## src/rtl/wb_pkg.sv

```systemverilog
// Shared definitions for the register-file writeback path: default widths,
// the hard-wired zero register index and the writeback source encoding.
package wb_pkg;

    localparam int WB_DATA_W = 16;
    localparam int WB_ADDR_W = 3;
    localparam int R0        = 0;

    typedef enum logic [1:0] {
        SRC_NONE = 2'd0,
        SRC_ALU  = 2'd1,
        SRC_LD   = 2'd2
    } wb_src_e;

endpackage

```

## src/rtl/wb_arbiter.sv

```systemverilog
// Chooses which result owns the RF write port this cycle: loads by default,
// the ALU when no load is waiting or after STARVE_MAX consecutive losses.
module wb_arbiter
    import wb_pkg::*;
#(
    parameter int STARVE_MAX = 3
) (
    input  logic    clk,
    input  logic    rst_n,
    input  logic    alu_valid,
    input  logic    ld_valid,
    output wb_src_e grant
);

    localparam int SW = $clog2(STARVE_MAX + 1);

    logic [SW-1:0] starve_q;

    always_comb begin
        grant = SRC_NONE;
        if (ld_valid && !(alu_valid && starve_q == SW'(STARVE_MAX)))
            grant = SRC_LD;
        else if (alu_valid)
            grant = SRC_ALU;
    end

    // Counts only cycles where the ALU was waiting and lost to a load.
    always_ff @(posedge clk or negedge rst_n) begin
        if (!rst_n)
            starve_q <= '0;
        else if (!alu_valid || grant == SRC_ALU)
            starve_q <= '0;
        else if (grant == SRC_LD)
            starve_q <= starve_q + 1'b1;
    end

endmodule

```

## src/rtl/reg_writeback_unit.sv

```systemverilog
// Write-side owner of the register file: arbitrates ALU/load results onto the
// single RF write port and tracks in-flight writes per register for RAW stalls.
module reg_writeback_unit
    import wb_pkg::*;
#(
    parameter int DATA_W     = WB_DATA_W,
    parameter int ADDR_W     = WB_ADDR_W,
    parameter int CNT_W      = 2,
    parameter int STARVE_MAX = 3
) (
    input  logic                 clk,
    input  logic                 rst_n,
    input  logic                 issue_valid,
    input  logic [ADDR_W-1:0]    issue_rd,
    output logic                 issue_ready,
    input  logic                 alu_valid,
    input  logic [ADDR_W-1:0]    alu_rd,
    input  logic [DATA_W-1:0]    alu_data,
    output logic                 alu_ready,
    input  logic                 ld_valid,
    input  logic [ADDR_W-1:0]    ld_rd,
    input  logic [DATA_W-1:0]    ld_data,
    output logic                 ld_ready,
    output logic                 rf_we,
    output logic [ADDR_W-1:0]    rf_rw,
    output logic [DATA_W-1:0]    rf_busw,
    input  logic [ADDR_W-1:0]    chk_ra,
    input  logic [ADDR_W-1:0]    chk_rb,
    output logic                 chk_stall,
    output logic [2**ADDR_W-1:0] pending,
    output logic                 wb_err
);

    localparam int               NREG    = 2**ADDR_W;
    localparam logic [CNT_W-1:0] CNT_MAX = '1;

    wb_src_e           grant;
    logic              acc;
    logic [ADDR_W-1:0] acc_rd;
    logic [DATA_W-1:0] acc_data;
    logic [NREG-1:0]   inc;
    logic [NREG-1:0]   dec;
    logic              err_set;
    logic [CNT_W-1:0]  cnt_q [NREG];

    wb_arbiter #(
        .STARVE_MAX (STARVE_MAX)
    ) u_arb (
        .clk       (clk),
        .rst_n     (rst_n),
        .alu_valid (alu_valid),
        .ld_valid  (ld_valid),
        .grant     (grant)
    );

    assign alu_ready = rst_n && (grant == SRC_ALU);
    assign ld_ready  = rst_n && (grant == SRC_LD);

    always_comb begin
        acc      = alu_ready || ld_ready;
        acc_rd   = ld_ready ? ld_rd   : alu_rd;
        acc_data = ld_ready ? ld_data : alu_data;
    end

    // R0 results are consumed normally but never reach the register file.
    always_ff @(posedge clk or negedge rst_n) begin
        if (!rst_n) begin
            rf_we   <= 1'b0;
            rf_rw   <= '0;
            rf_busw <= '0;
        end else begin
            rf_we <= acc && (acc_rd != ADDR_W'(R0));
            if (acc && (acc_rd != ADDR_W'(R0))) begin
                rf_rw   <= acc_rd;
                rf_busw <= acc_data;
            end
        end
    end

    // A saturated destination may still issue when its write retires this cycle.
    assign issue_ready = rst_n &&
                         (!(issue_valid && cnt_q[issue_rd] == CNT_MAX) ||
                          (rf_we && rf_rw == issue_rd));

    always_comb begin
        inc     = '0;
        dec     = '0;
        err_set = 1'b0;
        for (int i = 1; i < NREG; i++) begin
            inc[i] = issue_valid && issue_ready && (issue_rd == ADDR_W'(i));
            dec[i] = rf_we && (rf_rw == ADDR_W'(i));
            if (dec[i] && !inc[i] && cnt_q[i] == '0)
                err_set = 1'b1;
        end
    end

    always_ff @(posedge clk or negedge rst_n) begin
        if (!rst_n) begin
            for (int i = 0; i < NREG; i++)
                cnt_q[i] <= '0;
            wb_err <= 1'b0;
        end else begin
            for (int i = 0; i < NREG; i++) begin
                if (inc[i] && !dec[i])
                    cnt_q[i] <= cnt_q[i] + 1'b1;
                else if (dec[i] && !inc[i] && cnt_q[i] != '0)
                    cnt_q[i] <= cnt_q[i] - 1'b1;
            end
            wb_err <= wb_err || err_set;
        end
    end

    always_comb begin
        for (int i = 0; i < NREG; i++)
            pending[i] = (cnt_q[i] != '0);
    end

    assign chk_stall = pending[chk_ra] || pending[chk_rb];

endmodule

```

## config.mk

```make
export PLATFORM = sky130hd
export DESIGN_NAME = reg_writeback_unit
export DESIGN_NICKNAME = d
export VERILOG_FILES = /design/src/rtl/wb_pkg.sv /design/src/rtl/wb_arbiter.sv /design/src/rtl/reg_writeback_unit.sv
export SDC_FILE = /design/constraint.sdc
export NUM_CORES = 1
export LEC_CHECK = 0
export ABC_AREA = 1
export BUFFER_PORTS_ARGS = -buffer_cell sky130_fd_sc_hd__clkbuf_2
export CAP_MARGIN = 30
export CORE_ASPECT_RATIO = 1.4
export CORE_MARGIN = 2
export CORE_UTILIZATION = 55
export CTS_BUF_LIST = sky130_fd_sc_hd__clkbuf_4
export CTS_CLUSTER_SIZE = 24
export DETAILED_ROUTE_END_ITERATION = 12
export PLACE_DENSITY = 0.9
export SETUP_SLACK_MARGIN = 0.3
export SYNTH_ARGS = -nofsm -noshare
export SYNTH_HDL_FRONTEND = slang
export SYNTH_HIERARCHICAL = 1
export SYNTH_SLANG_ARGS = --single-unit
```

## constraint.sdc

```tcl
create_clock -name clk -period 5.3 [get_ports clk]
set_input_delay 0.795 -clock clk [delete_from_list [all_inputs] [get_ports clk]]
set_output_delay 0.795 -clock clk [all_outputs]
set_load 0.01 [all_outputs]
```

* After elaboration in Yosys (flattened, before gate mapping) *
Cells that the tools add are included.

storage, ports and cells
  flip-flop bits (word level) = 37
  input port bits = 52
  output and inout port bits = 33
  word-level logic and storage cells = 180

cells by class
  add/sub/neg operators = 15
  order comparisons = 3
  equality and inequality tests = 19
  mux-type cells = 34
  bitwise operators = 1
  reduce and logical (&&, ||, !) cells = 96

operator list
  operator               count
  $logic_and A1 B1 Y1    51
  $mux W2                19
  $reduce_bool A2 Y1     15
  $eq A3 B3 Y1 const B   8
  $logic_not A1 Y1       17
  $add A2 B1 Y2 const B  8
  $mux W16               1
  $logic_not A2 Y1       7
  $sub A2 B1 Y2 const B  7
  $eq A3 B2 Y1 const B   4
  $mux W1                10
  $lt A3 B4 Y1 const B   2
  $bmux W1 S3            2
  $bmux W2 S3            1
  $eq A2 B2 Y1 const B   3
  $eq A3 B1 Y1 const B   2
  $logic_or A1 B1 Y1     5
  $ge A4 B4 Y1 const B   1
  $not A3 Y4             1
  $eq A3 B3 Y1           1
  $mux W3                1
  $reduce_bool A3 Y1     1
  $eq A2 B1 Y1 const B   1

* Longest topological paths before layout *
  depth in word-level cells = 22
  gate-level depth with buffers = 14

* By module *
The synthesis kept the hierarchy.

modules (own cells, without submodules)
  module              times used  cells an instance  area an instance (um^2)  sequential area each (um^2)
  reg_writeback_unit  1           341                2290.9                   875.8
  wb_arbiter          1           10                 97.6                     50.0

* Worst setup path before layout *
No wires, ideal clock.

  kind = input to output
  start point = in alu_valid
  end point = out ld_ready
  data arrival time = 1.720 ns
  required time = 4.505 ns
  setup slack = 2.785 ns
  cell stages on the path = 4
  cell sequence = a21boi_0 -> nor3_4 -> buf_2 -> clkbuf_1

on the way
  word-level cells in the longest chain between the ends = 6
  elaborated cells on any way between the ends = 7
  classes of those cells = 1 x eq/ne; 2 x mux; 4 x reduce/logical

RTL lines
  what                   RTL line                  RTL
  start, declared        reg_writeback_unit.sv:16  input logic alu_valid,
  $logic_and A1 B1 Y1    wb_arbiter.sv:21          if (ld_valid && !(alu_valid && starve_q == SW'(STARVE_MAX)))
  $logic_not A1 Y1       wb_arbiter.sv:21
  $logic_and A1 B1 Y1    wb_arbiter.sv:21
  $mux W2 *              wb_arbiter.sv:21
  $eq A2 B2 Y1 *         reg_writeback_unit.sv:57  assign ld_ready = rst_n && (grant == SRC_LD);
  $logic_and A1 B1 Y1 *  reg_writeback_unit.sv:57
  end, declared          reg_writeback_unit.sv:23  output logic ld_ready,

Mark *: on every way between the ends. The rest lies on a longest branch, timed or not.

* Worst setup path after layout *
  start point = in issue_rd[0]
  end point = out issue_ready

on the way
  word-level cells in the longest chain between the ends = 9
  elaborated cells on any way between the ends = 11
  classes of those cells = 2 x eq/ne; 3 x mux; 1 x bitwise; 5 x reduce/logical

RTL lines
  what                                        RTL line                  RTL
  start, declared                             reg_writeback_unit.sv:14  input logic [ADDR_W-1:0] issue_rd,
  $not A3 Y4 (not written as such)            reg_writeback_unit.sv:82  (!(issue_valid && cnt_q[issue_rd] == CNT_MAX) ||
  $bmux W2 S3                                 reg_writeback_unit.sv:82
  $mux W2 (not written as such) (2 in a row)  reg_writeback_unit.sv:82
  $eq A2 B2 Y1                                reg_writeback_unit.sv:82
  $logic_and A1 B1 Y1                         reg_writeback_unit.sv:82
  $logic_not A1 Y1                            reg_writeback_unit.sv:82
  $logic_or A1 B1 Y1 *                        reg_writeback_unit.sv:82
  $logic_and A1 B1 Y1 *                       reg_writeback_unit.sv:81  assign issue_ready = rst_n &&
  end, declared                               reg_writeback_unit.sv:15  output logic issue_ready,

Mark *: on every way between the ends. The rest lies on a longest branch, timed or not. The select of a mux whose other input is x is not followed.

==> results.cfg <==
[synthesis]
syn-num-nets = 404
yosysUniqueCellTypes = 27
syn_area_per_cell_sq_um = 6.80
netlist.area_leader.share = 0.388
synth-warning-count = 6
synth_area_leaders = dfrtp_1, nand2_1, nor2_1, nand3_1, inv_1
yosysTopAreaCell = dfrtp_1
synth_area_sq_mm = 0.00239
synth-seq-cells = 37
yosysSeqAreaShare = 0.388
postSynthCellCount = 351

[grt]
grt_max_degree = 47
antenna_found_initial = 0
grt_pass1_wl_um = 10200
grt_overflow = 0
track_usage = 0.271
grt_pass1_vias = 2468

[critical_path]
setup.worst_path.end_class = output pin
worst_setup_path_start_kind = primary input
crit_fanout = 12
crit_top_cell = nand2_1
max_stage_delay_ns = 0.37
crit_cells = 10
crit_family = buffers and inverters
critical_path_buf_inv_count = 3
cp_data_required_time_ns = 4.51
worstPathArrival_ns = 2.15
crit_path_cell_trace = clkbuf_2 > inv_1 > nand2_1 > nand2_1 > nand2_1 > nand2_1 > nand3_1 > nand2_1 > a21oi_2 > clkbuf_2
slowest_stage = a21oi_2
reg2regPathDepth = 12
worstSetupPathType = primary input to output pin

[sta]
period_needed_ns = 2.95
finalSetupTns_ns = 0
rsz0062_at_grt = false
slew_headroom = 0.631
worst_slew_pin_slew_ns = 0.553
period_share = 0.556
clock_skew_ns = 0.0138
drv_slew = 0
setup_violations = 0
hold_viol_final = 0
fmax_mhz = 339

[power]
p_leak_nw = 1.53
power_density_mw_per_mm2 = 379
peakVddDrop_uv = 174

[placed_design]
io_buffers = 83
hpwlAfterDp_um = 4680
gp_congestion = 0.904

[cells_and_area]
final_cell_mix = nand2_1, clkbuf_2, nor2_1, inv_1
diodes = 0
final_common_cell = nand2_1
fin_util = 0.682
drive_gt1_frac = 0.234
fin_nets = 484
fillCellCount = 371
synthToLayoutAreaGrowth_pct = 20.0

[detailed_routing]
viasPerCell = 5.42
drt-initial-drc-count = 109
ant_nets = 0
drc = 0
wl_per_cell_um = 12.5
dr_total_vias = 2583
wl_um = 5950
drt-pass1-iter-count = 4

[cts]
cts_num_sinks = 37
cts_tree = done
insertion_delay_ns = 0.35
path_clk_slew_ns = 0.10
clock-root-buffer = clkbuf_4
cts_setup_buffers = 0
numCtsBuffers = 5
cts_resized = 0
cts.hold.buffers_added = 0
clk_path_buf_depth = 2
h-tree-depth = 2

[outcome]
status = complete, no violations

[run]
max_cap_viol_count = 0

[die]
die_width_um = 59.7
ios = 85
row_count = 28
die_y_um = 82.0
die_area_sq_mm = 0.00489
core_sq_mm = 0.00420
start_util = 0.568

[hold_path]
min_path_cells = 1
hp-class = flip-flop to flip-flop
-- synthesized netlist by cell type --
master and instances:
a21oi_2 1, nand2_1 104, o21ai_1 5, buf_6 4
o22ai_1 1, inv_1 39, dfrtp_1 37, clkbuf_1 3
a21boi_0 2, a31oi_1 16, ha_1 1, a21oi_1 6
a311oi_1 2, inv_2 2, nor2_1 50, nand4_1 14
conb_1 1, nor3_1 3, nand3_4 1, o21ai_0 12
nor3_4 1, buf_4 3, buf_2 2, o21bai_2 2
nand3_1 37, o211ai_2 1, or2_2 1
-- cells by family after synthesis --
logic type / Yosys count / share of synthesized area
and+or+nand+nor: 211 / 0.379
buffers and inverters: 53 / 0.102
AOI/OAI and AO/OA: 48 / 0.125
DFF: 37 / 0.388
adders and majority gates: 1 / 0.00524
other: 1 / 0.00157
-- final timing paths --
path	startpoint	end	slack, ns
setup / recovery	issue_rd[0]	issue_ready	2.35
hold / removal	u_arb/starve_q[0]$_DFFE_PN0P_	u_arb/starve_q[0]$_DFFE_PN0P_	0.45
setup reg to reg	u_arb/starve_q[0]$_DFFE_PN0P_	rf_busw[3]$_DFFE_PN0P_	2.62
hold reg to reg	u_arb/starve_q[0]$_DFFE_PN0P_	u_arb/starve_q[0]$_DFFE_PN0P_	0.45
max in group asynchronous	rst_n	u_arb/starve_q[0]$_DFFE_PN0P_	4.41
min in group asynchronous	rst_n	cnt_q[7]$_DFFE_PN0P_	0.51
-- power breakdown --
group          total (mW)  switching (mW)  leakage (nW)  internal, mW
registers           0.449          0.0802         0.440         0.368
logic               0.441           0.276          1.05         0.165
clock network       0.196          0.0979        0.0389        0.0977
-- per-stage QoR --
step	hold slack (ns)	setup WS, ns	area [sq um]	power, mW	cells
after floorplan	0.409	2.78	2390	0.725	351
after global placement	0.423	2.22	2790	0.879	469
after detailed placement	0.437	2.08	2790	0.892	469
after CTS	0.452	2.36	2870	1.09	477
after global routing	0.500	2.15	2870	1.17	477
final	0.445	2.35	2870	1.09	477
-- area by class of cell --
class / count / area [sq um] / share of cell area
clock buffers: 5 / 37.5 / 0.0131
repair buffers: 85 / 430 / 0.150
flip-flops and latches: 37 / 926 / 0.323
clock inverters: 3 / 41.3 / 0.0144
inverters: 41 / 154 / 0.0537
well taps: 45 / 56.3 / 0.0197
multi-input cells: 261 / 1220 / 0.426
-- sequential cells by signal (all words and copies together), names as in the netlist --
register	flops
u_arb/starve_q	2
rf_rw	3
wb_err	1
rf_we	1
cnt_q	14
rf_busw	16
-- routing by layer --
metal,wire [um],track usage
met1,2320,0.289
met2,3120,0.500
met3,431,0.0630
met4,81,0.107
met5,0,0
Power figures use the tool's default switching activity.
